--- src/rtl/pll_reset_sequencer.sv ---
// pll_reset_sequencer: pulses the PLL reset, waits for a debounced lock with
// timeout and retry, then releases the per-domain resets in a staggered order.
// Any loss of lock after release re-runs the whole sequence.
// Optional feature macro: PLL_SEQ_RETRY_EN enables the retry limit and the
// FAULT state. Without it the block retries forever and fault stays 0.
module pll_reset_sequencer #(
  parameter int unsigned RST_CYCLES   = 16,
  parameter int unsigned LOCK_TIMEOUT = 4096,
  parameter int unsigned LOCK_STABLE  = 256,
  parameter int unsigned N_DOM        = 6,
  parameter int unsigned STAGGER      = 8,
  parameter int unsigned MAX_RETRY    = 3
) (
  input  logic             refclk,
  input  logic             rst_n,
  input  logic             enable,
  input  logic             pll_locked,
  output logic             pll_rst,
  output logic [N_DOM-1:0] dom_rst,
  output logic             ready,
  output logic             fault,
  output logic [3:0]       retry_cnt,
  output logic [2:0]       state
);

  // Largest count any state needs; one shared counter serves every state.
  function automatic int unsigned max2(input int unsigned a, input int unsigned b);
    return (a > b) ? a : b;
  endfunction

  localparam int unsigned REL_LAST = (N_DOM - 1) * STAGGER;
  localparam int unsigned CNT_SPAN = max2(max2(RST_CYCLES, LOCK_TIMEOUT),
                                          max2(LOCK_STABLE, REL_LAST + 1));
  localparam int unsigned CNT_W    = $clog2(CNT_SPAN + 1);
  localparam int unsigned RETRY_W  = 4;

`ifdef PLL_SEQ_RETRY_EN
  localparam bit RETRY_EN = 1'b1;
`else
  localparam bit RETRY_EN = 1'b0;
`endif

  typedef enum logic [2:0] {
    ST_IDLE      = 3'd0,
    ST_PLL_RST   = 3'd1,
    ST_WAIT_LOCK = 3'd2,
    ST_STABLE    = 3'd3,
    ST_RELEASE   = 3'd4,
    ST_RUN       = 3'd5,
    ST_FAULT     = 3'd6
  } state_t;

  state_t             state_q, state_d;
  logic [CNT_W-1:0]   cnt_q, cnt_d;
  logic [RETRY_W-1:0] retry_q, retry_d;
  logic [RETRY_W-1:0] retry_inc;
  logic               retry_exhausted;
  logic [1:0]         sync_q;
  logic               lock_s;
  logic               pll_rst_q, pll_rst_d;
  logic [N_DOM-1:0]   dom_rst_q, dom_rst_d;
  logic               ready_q, ready_d;
  logic               fault_q, fault_d;

  // Two-flop synchronizer for the asynchronous PLL lock indication.
  always_ff @(posedge refclk or negedge rst_n) begin
    if (!rst_n) begin
      sync_q <= 2'b00;
    end else begin
      sync_q <= {sync_q[0], pll_locked};
    end
  end

  assign lock_s = sync_q[1];

  // Saturating failed-attempt count and retry-limit test.
  assign retry_inc       = (retry_q == {RETRY_W{1'b1}}) ? retry_q : retry_q + RETRY_W'(1);
  assign retry_exhausted = RETRY_EN && ((32'(retry_q) + 32'd1) == MAX_RETRY);

  // State, counter and output registers.
  always_ff @(posedge refclk or negedge rst_n) begin
    if (!rst_n) begin
      state_q   <= ST_IDLE;
      cnt_q     <= '0;
      retry_q   <= '0;
      pll_rst_q <= 1'b1;
      dom_rst_q <= '1;
      ready_q   <= 1'b0;
      fault_q   <= 1'b0;
    end else begin
      state_q   <= state_d;
      cnt_q     <= cnt_d;
      retry_q   <= retry_d;
      pll_rst_q <= pll_rst_d;
      dom_rst_q <= dom_rst_d;
      ready_q   <= ready_d;
      fault_q   <= fault_d;
    end
  end

  // Next-state, counter and retry logic; enable=0 overrides everything.
  always_comb begin
    state_d = state_q;
    cnt_d   = cnt_q + CNT_W'(1);
    retry_d = retry_q;

    unique case (state_q)
      ST_IDLE: begin
        cnt_d   = '0;
        retry_d = '0;
        if (enable) begin
          state_d = ST_PLL_RST;
        end
      end

      ST_PLL_RST: begin
        if (cnt_q == CNT_W'(RST_CYCLES - 1)) begin
          state_d = ST_WAIT_LOCK;
          cnt_d   = '0;
        end
      end

      ST_WAIT_LOCK: begin
        // Lock wins over a timeout expiring on the same cycle.
        if (lock_s) begin
          state_d = ST_STABLE;
          cnt_d   = '0;
        end else if (cnt_q == CNT_W'(LOCK_TIMEOUT - 1)) begin
          retry_d = retry_inc;
          cnt_d   = '0;
          state_d = retry_exhausted ? ST_FAULT : ST_PLL_RST;
        end
      end

      ST_STABLE: begin
        // A single low cycle restarts the lock wait without counting a retry.
        if (!lock_s) begin
          state_d = ST_WAIT_LOCK;
          cnt_d   = '0;
        end else if (cnt_q == CNT_W'(LOCK_STABLE - 1)) begin
          state_d = ST_RELEASE;
          cnt_d   = '0;
        end
      end

      ST_RELEASE: begin
        if (!lock_s) begin
          state_d = ST_PLL_RST;
          cnt_d   = '0;
        end else if (cnt_q == CNT_W'(REL_LAST)) begin
          state_d = ST_RUN;
          cnt_d   = '0;
        end
      end

      ST_RUN: begin
        cnt_d   = '0;
        retry_d = '0;
        if (!lock_s) begin
          state_d = ST_PLL_RST;
        end
      end

      ST_FAULT: begin
        cnt_d = '0;
      end

      default: begin
        state_d = ST_IDLE;
        cnt_d   = '0;
      end
    endcase

    if (!enable) begin
      state_d = ST_IDLE;
      cnt_d   = '0;
      retry_d = '0;
    end
  end

  // Registered outputs decoded from the next state and next count.
  always_comb begin
    pll_rst_d = 1'b0;
    dom_rst_d = '1;
    ready_d   = 1'b0;
    fault_d   = 1'b0;

    unique case (state_d)
      ST_IDLE, ST_PLL_RST: begin
        pll_rst_d = 1'b1;
      end
      ST_RELEASE: begin
        // Domain i is released once the count reaches i*STAGGER.
        for (int unsigned i = 0; i < N_DOM; i++) begin
          dom_rst_d[i] = (32'(cnt_d) < (i * STAGGER));
        end
      end
      ST_RUN: begin
        dom_rst_d = '0;
        ready_d   = 1'b1;
      end
      ST_FAULT: begin
        pll_rst_d = 1'b1;
`ifdef PLL_SEQ_RETRY_EN
        fault_d   = 1'b1;
`else
        fault_d   = 1'b0;
`endif
      end
      default: begin
        pll_rst_d = 1'b0;
      end
    endcase
  end

  assign pll_rst   = pll_rst_q;
  assign dom_rst   = dom_rst_q;
  assign ready     = ready_q;
  assign fault     = fault_q;
  assign retry_cnt = retry_q;
  assign state     = state_q;

endmodule

--- config.mk ---
export PLATFORM = sky130hd
export DESIGN_NAME = pll_reset_sequencer
export DESIGN_NICKNAME = d
export VERILOG_FILES = /design/src/rtl/pll_reset_sequencer.sv
export SDC_FILE = /design/constraint.sdc
export NUM_CORES = 1
export LEC_CHECK = 0
export ABC_AREA = 1
export BUFFER_PORTS_ARGS = -buffer_cell sky130_fd_sc_hd__buf_2
export CAP_MARGIN = 20
export CORE_MARGIN = 3
export CORE_UTILIZATION = 30
export DETAILED_ROUTE_END_ITERATION = 16
export PLACE_DENSITY = 0.49
export SLEW_MARGIN = 25
export SYNTH_ARGS = -nofsm -noshare
export SYNTH_HDL_FRONTEND = slang
export SYNTH_SLANG_ARGS = --single-unit
--- constraint.sdc ---
create_clock -name refclk -period 2.7 [get_ports refclk]
set_input_delay 0.27 -clock refclk [delete_from_list [all_inputs] [get_ports refclk]]
set_output_delay 0.27 -clock refclk [all_outputs]
set_load 0.005 [all_outputs]
==> out/summary.log, run 1 <==
qor: placement.place.port_buffers 18
qor: logic_synthesis.synth-edff-count 0
qor: clock_network.cts_resized 0
qor: setup_path.critical_path.endpoint_type register
qor: logic_synthesis.avgSynthCellArea 7.36 um2
qor: clock_network.clk-insertion-delay-late 290 ps
qor: power.vdd_ir_drop_max 0.227 mV
qor: logic_synthesis.sequential_element_share_of_the_synthesized_area 0.408
qor: setup_path.worst-r2r-cell-count 11
qor: sta.rsz0062_at_grt no
qor: sta.timing.max_slew.rel_slack 0.540
qor: floorplan.effective_utilization_at_floorplan 0.313
qor: routing.via_count 1584
qor: clock_network.cts-buffers-inserted 5
qor: global_route.grt.overflow.total 0
qor: final_layout.layout_common_cells 59 x nand2_1, 41 x inv_1, 30 x nor2_1, 24 x nand3_1, 23 x dfrtp_1
qor: routing.viasPerCell 4.49
qor: final_layout.most_common_library_cell_in_the_layout_ignoring_fill_and_taps nand2_1
qor: setup_path.critical-path-top-cell-by-count nand2_1
qor: logic_synthesis.synth_top_cells_by_area dfrtp_1 31%, nand2_1 12%, dfstp_2 9.9%
qor: power.p_total 0.000909 W
qor: final_layout.multi_input_area 930 um2
qor: sta.finClkSkew 6.12 ps
qor: final_layout.fin_nets 284
qor: setup_path.setup.worst_path.class reg2reg
qor: floorplan.io-pin-count 20
qor: setup_path.critPathRequiredTime 2930 ps
qor: logic_synthesis.synth_area 1860 um2
qor: worst_hold_path.holdCritPathClass in2async
qor: routing.drtIter0Drc 96
qor: clock_network.clock_sinks 30
qor: power.pwr_density_cell 426 nW/um2
qor: setup_path.cp_max_fo 8
qor: flow_run.maxcap_viol_count 0
qor: setup_path.timing.critical_path.arrival 2300 ps
qor: logic_synthesis.post_synth_inst_count 253
qor: final_layout.num-fill-cells 669
qor: final_layout.diodes 0
qor: final_layout.syn_to_final_growth 14.6%
qor: routing.route.antenna.remaining_nets 0
qor: setup_path.crit_path_top_delay_cell dfrtp_1
qor: clock_network.post-cts-setup-buffer-count 0
qor: clock_network.cts_tree done
qor: clock_network.cts_hold_buffers 0
qor: placement.place.detailed.hpwl 3.39 mm
qor: sta.tightestPinTransition 689 ps
qor: placement.finalWeightedCongestion 0.847
qor: setup_path.timing.critical_path.max_delay_family simple AND/OR/NAND/NOR gates
qor: floorplan.design.core.area 5960 um2
qor: setup_path.critPathLaunchType register
qor: power.total_leakage_power 1.04 nW
qor: global_route.grt.total_usage 0.138
qor: setup_path.cp_slowest_stage_delay 420 ps
qor: sta.aggregate_negative_setup_slack 0 ps
qor: logic_synthesis.synth.lib_cells_used.distinct 30
qor: setup_path.worstReg2RegStart cnt_q[0]
qor: logic_synthesis.ys_warn_count 0
qor: logic_synthesis.most_used_dff_post_synth dfrtp_1
qor: floorplan.design.die.area 7190 um2
qor: floorplan.die_h 84.8 um
qor: setup_path.critical_path.cell_chain ha_1, nand3_1, nor2_1, nand2_1, nand2_2, nand4_4, o21ai_0, nand2_1, nor2_1, nand2_1, nand3_1
qor: sta.period_minus_slack 2070 ps
qor: routing.first_pass_iters 4
qor: clock_network.h-tree-depth 2
qor: final_layout.drive_gt1_frac 0.216
qor: outcome.result_of_the_run finished clean
qor: logic_synthesis.syn-num-nets 260
qor: logic_synthesis.top_cell_type_s_share_of_synthesized_area 0.309
qor: logic_synthesis.yosysTopAreaCell dfrtp_1
qor: logic_synthesis.yosys_register_bits 30
qor: sta.setup_viol 0
qor: sta.finalHoldViolations 0
qor: clock_network.clk_path_buf_depth 2
qor: setup_path.worst_r2r_endpoint dom_rst[5]
qor: global_route.number_of_antenna_violations_at_the_first_check_in_global_routing 0
qor: setup_path.timing.critical_path.buf_inv 0
qor: routing.drc 0
qor: sta.timing.final.crit_share 0.766
qor: final_layout.seqCellArea 759 um2
qor: placement.place.detailed.instances 345
qor: clock_network.cts.clk_slew.worst_paths 70 ps
qor: routing.route.detailed.wl_per_inst 12.5 um
qor: clock_network.ctsRootBufferMaster clkbuf_8
qor: floorplan.die_width 84.8 um
qor: sta.maxSlewViolCount 0
qor: global_route.grt_max_degree 31
qor: routing.postRouteWirelength 4.41 mm
qor: final_layout.post_layout_nonfiller_instances 353
qor: sta.maxClockFrequency 0.483 GHz
qor: global_route.first_pass_grt_wire_length 7.83 mm
qor: logic_synthesis.async_flop_share 1.00
qor: global_route.first_global_vias 1632
qor: setup_path.worst-r2r-setup-slack 630 ps
qor: floorplan.fp-row-count 28
-- kinds of logic (layout without fill, tap and decap cells) --
kind of cell,after synthesis,in the layout,share of synthesized area
other,1,1,0.00201
AOI/OAI and AO/OA,17,17,0.0625
and+or+nand+nor,153,153,0.396
xor gates and xnor gates,4,4,0.0188
adders and majority gates,3,3,0.0202
buffers and inverters,45,70,0.0927
DFF,30,30,0.408
-- stage by stage --
step	utilization	hold WS (ps)	area (um2)	worst slack, ps
4_1_cts	0.358	56.4	2130	620
6_report	0.358	17.6	2130	631
3_5_place_dp	0.342	350	2040	629
2_1_floorplan	-	-25.6	1860	998
3_3_place_gp	0.342	335	2040	643
5_1_grt	0.358	65.3	2130	377
-- registers in the layout (all words and copies together), names as in the netlist --
register / count
cnt_q: 13
dom_rst: 6
retry_cnt: 4
state: 3
sync_q: 2
pll_rst: 1
ready: 1
-- cells in the mapped netlist (2+ instances only) --
| cell type | instances |
|---|---|
| nor3_1 | 8 |
| o21ai_0 | 9 |
| nand4_1 | 6 |
| nand2_2 | 8 |
| nand3_2 | 2 |
| dfrtp_1 | 23 |
| nor2_2 | 9 |
| nand3b_1 | 2 |
| nand2_1 | 59 |
| ha_1 | 3 |
| a21oi_1 | 3 |
| xor2_1 | 4 |
| nor2_1 | 30 |
| nand3_1 | 24 |
| clkinv_1 | 2 |
| inv_1 | 41 |
| dfstp_2 | 7 |
-- worst max path at each step --
| stage | start | endpoint | cells after the start |
|---|---|---|---|
| final | cnt_q[0] | dom_rst[5] | 11 |
| after CTS | cnt_q[0] | dom_rst[5] | 11 |
| after global routing | cnt_q[0] | dom_rst[5] | 11 |
| after floorplan | cnt_q[0] | dom_rst[5] | 11 |
| after global placement | cnt_q[0] | dom_rst[5] | 11 |
| after detailed placement | cnt_q[0] | dom_rst[5] | 11 |
-- per-layer routing --
layer	vias up	track usage	share of wire
met2	18	0.206	0.44
met4	0	0.0489	0.017
met3	7	0.0324	0.032
met1	718	0.194	0.51
met5	-	0	0
li1	841	-	-
-- power breakdown --
group	total, W	internal, W	switching (W)	leakage, nW
clock	0.000388	0.000205	0.000184	0.0472
sequential	0.000462	0.000455	0.00000634	0.388
combinational	0.0000588	0.0000163	0.0000425	0.606
-- worst register-to-register path: cells and delay by family (launching register included) --
family,cells,cell delay (ps)
and+or+nand+nor,9,1240
AOI/OAI and AO/OA,1,140
DFF,1,420
adders and majority gates,1,230
-- cell type report --
cell class,instances,area share
multi-input combinational,178,0.436
sequential,30,0.356
inverter,44,0.0774
tap,75,0.0440
timing repair buffer,18,0.0422
clock buffer,6,0.0387
clock inverter,2,0.00587
Note: power is estimated with default switching activity, not from simulation.
==> inputs of run 2 (changes only) <==
--- a/config.mk
+++ b/config.mk
@@ -5,13 +5,13 @@
 export SDC_FILE = /design/constraint.sdc
 export NUM_CORES = 1
 export LEC_CHECK = 0
-export ABC_AREA = 1
+export ABC_AREA = 0
 export BUFFER_PORTS_ARGS = -buffer_cell sky130_fd_sc_hd__buf_2
 export CAP_MARGIN = 20
 export CORE_MARGIN = 3
 export CORE_UTILIZATION = 30
 export DETAILED_ROUTE_END_ITERATION = 16
-export PLACE_DENSITY = 0.49
+export PLACE_DENSITY = 0.51
 export SLEW_MARGIN = 25
 export SYNTH_ARGS = -nofsm -noshare
 export SYNTH_HDL_FRONTEND = slang
==> constraint.sdc (replaced) <==
create_clock -name refclk -period 1.9 [get_ports refclk]
set_input_delay 0.19 -clock refclk [delete_from_list [all_inputs] [get_ports refclk]]
set_output_delay 0.19 -clock refclk [all_outputs]
set_load 0.005 [all_outputs]
==> run 2 against run 1 <==
  * Global-route usage is 0.25 points higher
  * First-iteration DRC count is 42% lower
  * Flip-flop and latch count stayed put
  * Clock power is 68% higher
  * Largest power group is now clock
  * Largest cell class unchanged
  * Critical path type unchanged
  * Synthesized cell count is 24% lower
  * Core utilization is 8.7 points higher
  * The flow now finishes with violations (negative setup slack)
  * Clock-buffer cell count is 1 lower
  * Critical path depth is 5 lower
==> out/summary.log, run 2 <==
qor: global_route.grt_max_degree 31 [unchanged]
qor: sta.rsz0062_at_grt yes
qor: logic_synthesis.synth_area 1830 um2 [-1.7%]
qor: logic_synthesis.synth-edff-count 0 [unchanged]
qor: floorplan.design.core.area 5710 um2 [-4.1%]
qor: global_route.grt.overflow.total 0 [unchanged]
qor: sta.tightestPinTransition 660 ps [-29.4 ps]
qor: final_layout.num-fill-cells 544 [-19%]
qor: global_route.top_usage_layer met2
qor: final_layout.most_common_library_cell_in_the_layout_ignoring_fill_and_taps buf_4
qor: floorplan.effective_utilization_at_floorplan 0.321 [+0.00802]
qor: setup_path.cp_max_fo 7 [-1]
qor: clock_network.clk_path_buf_depth 2 [unchanged]
qor: sta.setup_viol 20 [+20]
qor: placement.place.detailed.instances 305 [-12%]
qor: sta.finalHoldViolations 0 [unchanged]
qor: logic_synthesis.synth_most_common_cell nor2_1
qor: worst_hold_path.holdCritPathClass in2reg
qor: final_layout.post_layout_nonfiller_instances 318 [-9.9%]
qor: sta.timing.final.crit_share 1.10 [+0.338]
qor: routing.viasPerCell 5.01 [+12%]
qor: logic_synthesis.top_cell_type_s_share_of_synthesized_area 0.314 [+0.00528]
qor: routing.via_count 1593 [+0.57%]
qor: placement.finalWeightedCongestion 0.807 [-4.6%]
qor: setup_path.timing.critical_path.buf_inv 1 [+1]
qor: final_layout.largest_register_ff_count 13 [unchanged]
qor: power.share_clk_of_total_power 0.474 [+0.047]
qor: sta.period_minus_slack 2100 ps [+29.8 ps]
qor: setup_path.critPathLaunchType register
qor: logic_synthesis.synth_cell_count_leaders 25 x nor2_1, 23 x dfrtp_1, 11 x nand3_1
qor: power.pwr_density_cell 540 nW/um2 [+27%]
qor: routing.drc 0 [unchanged]
qor: logic_synthesis.post_synth_inst_count 192 [-24%]
qor: final_layout.fin_nets 252 [-11%]
qor: sta.finClkSkew 4.64 ps [-1.48 ps]
qor: sta.maxSlewViolCount 0 [unchanged]
qor: floorplan.io-pin-count 20 [unchanged]
qor: power.total_switching_power 0.000307 W [+32%]
qor: setup_path.worst-r2r-setup-slack -200 ps [-830 ps]
qor: power.power.share.combinational 0.055 [-0.010]
qor: flow_run.maxcap_viol_count 0 [unchanged]
qor: routing.route.antenna.remaining_nets 0 [unchanged]
qor: logic_synthesis.avgSynthCellArea 9.53 um2 [+30%]
qor: outcome.result_of_the_run finished, violations left
qor: sta.aggregate_negative_setup_slack -3190 ps [-3190 ps]
qor: logic_synthesis.yosysTopAreaCell dfrtp_1
qor: final_layout.syn_to_final_growth 38.8%
qor: setup_path.crit_path_top_delay_cell or4_4
qor: setup_path.timing.critical_path.arrival 2270 ps [-30 ps]
qor: logic_synthesis.ys_warn_count 0 [unchanged]
qor: clock_network.cts.clk_slew.worst_paths 70 ps [about the same]
qor: floorplan.die_h 84.1 um [-0.78%]
qor: logic_synthesis.sequential_element_share_of_the_synthesized_area 0.415 [+0.00697]
qor: sta.timing.max_slew.rel_slack 0.560 [+0.0196]
qor: outcome.violated_checks negative setup slack
qor: routing.drtIter0Drc 56 [-42%]
qor: global_route.first_global_vias 1570 [-3.8%]
qor: logic_synthesis.largest_family_of_logic_cells_by_synthesized_area simple AND/OR/NAND/NOR gates
qor: clock_network.ctsRootBufferMaster clkbuf_8
qor: floorplan.fp-row-count 27 [-3.6%]
qor: final_layout.fin_area 2540 um2 [+19%]
qor: global_route.number_of_antenna_violations_at_the_first_check_in_global_routing 0 [unchanged]
qor: placement.detailed_place.area 2200 um2 [+8.1%]
qor: sta.setup_slack -199 ps [-830 ps]
qor: final_layout.largest-register cnt_q
qor: global_route.use_met3 0.0306 [-0.00178]
qor: setup_path.critical-path-top-cell-by-count or4_4
qor: global_route.grt.met1_usage 0.197 [+0.00365]
qor: logic_synthesis.yosys_register_bits 30 [unchanged]
qor: logic_synthesis.synth_top_cells_by_area dfrtp_1 31%, dfstp_2 10%, nor2_1 5.1%
qor: power.internal-power 0.00106 W [+57%]
qor: final_layout.drive_gt1_frac 0.451 [+0.235]
qor: logic_synthesis.synth_simple_gate_area_share 0.260 [-0.136]
qor: logic_synthesis.synthMuxAreaShare 0.0109 [+0.0109]
qor: clock_network.h-tree-depth 2 [unchanged]
qor: logic_synthesis.async_flop_share 1.00 [unchanged]
qor: placement.place.detailed.hpwl 3.45 mm [+1.8%]
qor: setup_path.critPathRequiredTime 2070 ps [-860 ps]
qor: sta.maxClockFrequency 0.476 GHz [-1.4%]
qor: routing.route.detailed.wl_per_inst 14.8 um [+19%]
qor: clock_network.cts_tree done
qor: logic_synthesis.synth_fa_ha_area_frac 0.0205 [+0.000345]
qor: routing.first_pass_iters 4 [unchanged]
qor: power.netSwitchingFraction 0.224 [-0.0322]
qor: floorplan.die_width 84.1 um [-0.78%]
qor: logic_synthesis.synth.lib_cells_used.distinct 55 [+83%]
qor: clock_network.cts-buffers-inserted 5 [unchanged]
qor: final_layout.diodes 0 [unchanged]
qor: logic_synthesis.post_synthesis_xor_xnor_area_fraction 0.0670 [+0.0482]
qor: power.sequentialPowerShare 0.471 [-0.037]
qor: final_layout.layout_common_cells 40 x buf_4, 23 x dfrtp_1, 18 x nor2_1, 18 x buf_2, 11 x nand3_1
qor: setup_path.cp_slowest_stage_delay 530 ps [+110 ps]
qor: logic_synthesis.syn-num-nets 199 [-23%]
qor: setup_path.setup.worst_path.class reg2reg
qor: routing.postRouteWirelength 4.71 mm [+6.8%]
qor: clock_network.clock_sinks 30 [unchanged]
qor: sta.final.hold.worst_slack 11.3 ps [-6.35 ps]
qor: global_route.grt.total_usage 0.140 [+0.00249]
qor: setup_path.critical_path.cell_chain or4_4, or4_4, a211oi_2, a21bo_2, buf_12, nor2_1
qor: global_route.first_pass_grt_wire_length 7.93 mm [+1.2%]
qor: power.vdd_ir_drop_max 0.373 mV [+65%]
qor: placement.place.port_buffers 18 [unchanged]
qor: floorplan.design.die.area 7080 um2 [-1.6%]
qor: clock_network.clk-insertion-delay-late 290 ps [about the same]
qor: global_route.grt_util_met2 0.212 [+0.00522]
qor: logic_synthesis.complex_gate_fraction_of_the_synthesized_area 0.141 [+0.0783]
qor: setup_path.critical_path.endpoint_type register
qor: setup_path.timing.critical_path.max_delay_family simple AND/OR/NAND/NOR gates
qor: power.total_leakage_power 1.08 nW [+3.4%]
qor: logic_synthesis.most_used_dff_post_synth dfrtp_1
-- run 2: changes by cell type after synthesis, sizes merged, moves of 6 or more --
cell   delta
nand2    -60
buf      +10
xnor2     +8
a31oi     +6
nand3    -15
o21ai     -7
nor2     -15
inv      -33
-- run 2: worst reg2reg max path, cell delays in order, from the launching register on --
cell	delay [ps]
dfrtp_1	370
or4_4	530
or4_4	440
a211oi_2	220
a21bo_2	220
buf_12	150
nor2_1	50
-- run 2: final timing paths --
check | startpoint | to | depth (start not counted)
max | cnt_q[12] | cnt_q[3] | 6
min | pll_locked | sync_q[0] | 1
max reg2reg | cnt_q[12] | cnt_q[3] | 6
min reg2reg | sync_q[0] | sync_q[1] | 0
max in group asynchronous | rst_n | sync_q[0] | 2
min in group asynchronous | rst_n | cnt_q[6] | 2
-- run 2: repair_timing --
action,4_1_cts,5_1_grt
hold endpoints to repair,23,0
buffers inserted,3,2
gates resized for setup,20,19
pin swaps,15,10
cloned,1,0
endpoints found under the setup margin,26,22
hold buffers,1,0
-- run 2: power groups by stage --
stage	Combinational, W	Sequential [W]	Clock, W
2_1_floorplan	0.0000258	0.000658	0
3_3_place_gp	0.0000585	0.000657	0
3_5_place_dp	0.0000593	0.000657	0
4_1_cts	0.0000710	0.000646	0.000667
5_1_grt	0.0000833	0.000646	0.000698
6_report	0.0000752	0.000646	0.000650
-- run 2: cells by family (layout without fill, tap and decap cells) --
| logic type | count (synthesis) | in the layout |
|---|---|---|
| buffers and inverters | 24 | 78 |
| other | 1 | 1 |
| xor gates and xnor gates | 14 | 14 |
| AOI/OAI and AO/OA | 34 | 34 |
| DFF | 30 | 30 |
| muxes | 2 | 2 |
| and+or+nand+nor | 84 | 84 |
| adders and majority gates | 3 | 3 |
-- run 2: layer usage --
metal,up-vias,part of all wire
li1,807,-
met1,756,0.51
met2,25,0.44
met3,5,0.029
met4,0,0.015
met5,-,0
-- run 2: cell type report --
| cell class | instances | area [um2] | share of cell area |
|---|---|---|---|
| repair buffers | 61 | 445 | 0.175 |
| inverters | 9 | 33.8 | 0.0133 |
| flip-flops and latches | 30 | 759 | 0.299 |
| multi-input cells | 138 | 1100 | 0.432 |
| clock buffers | 5 | 68.8 | 0.0271 |
| clock inverters | 3 | 45.0 | 0.0177 |
| well taps | 72 | 90.1 | 0.0355 |
-- run 2: through the flow --
stage                     worst slack, ps  utilization  total power [W]
after CTS                            -255        0.430          0.00138
after global placement               -294        0.386         0.000716
after detailed placement             -255        0.386         0.000717
after global routing                 -288        0.445          0.00143
after floorplan                      -262            -         0.000684
final                                -199        0.445          0.00137
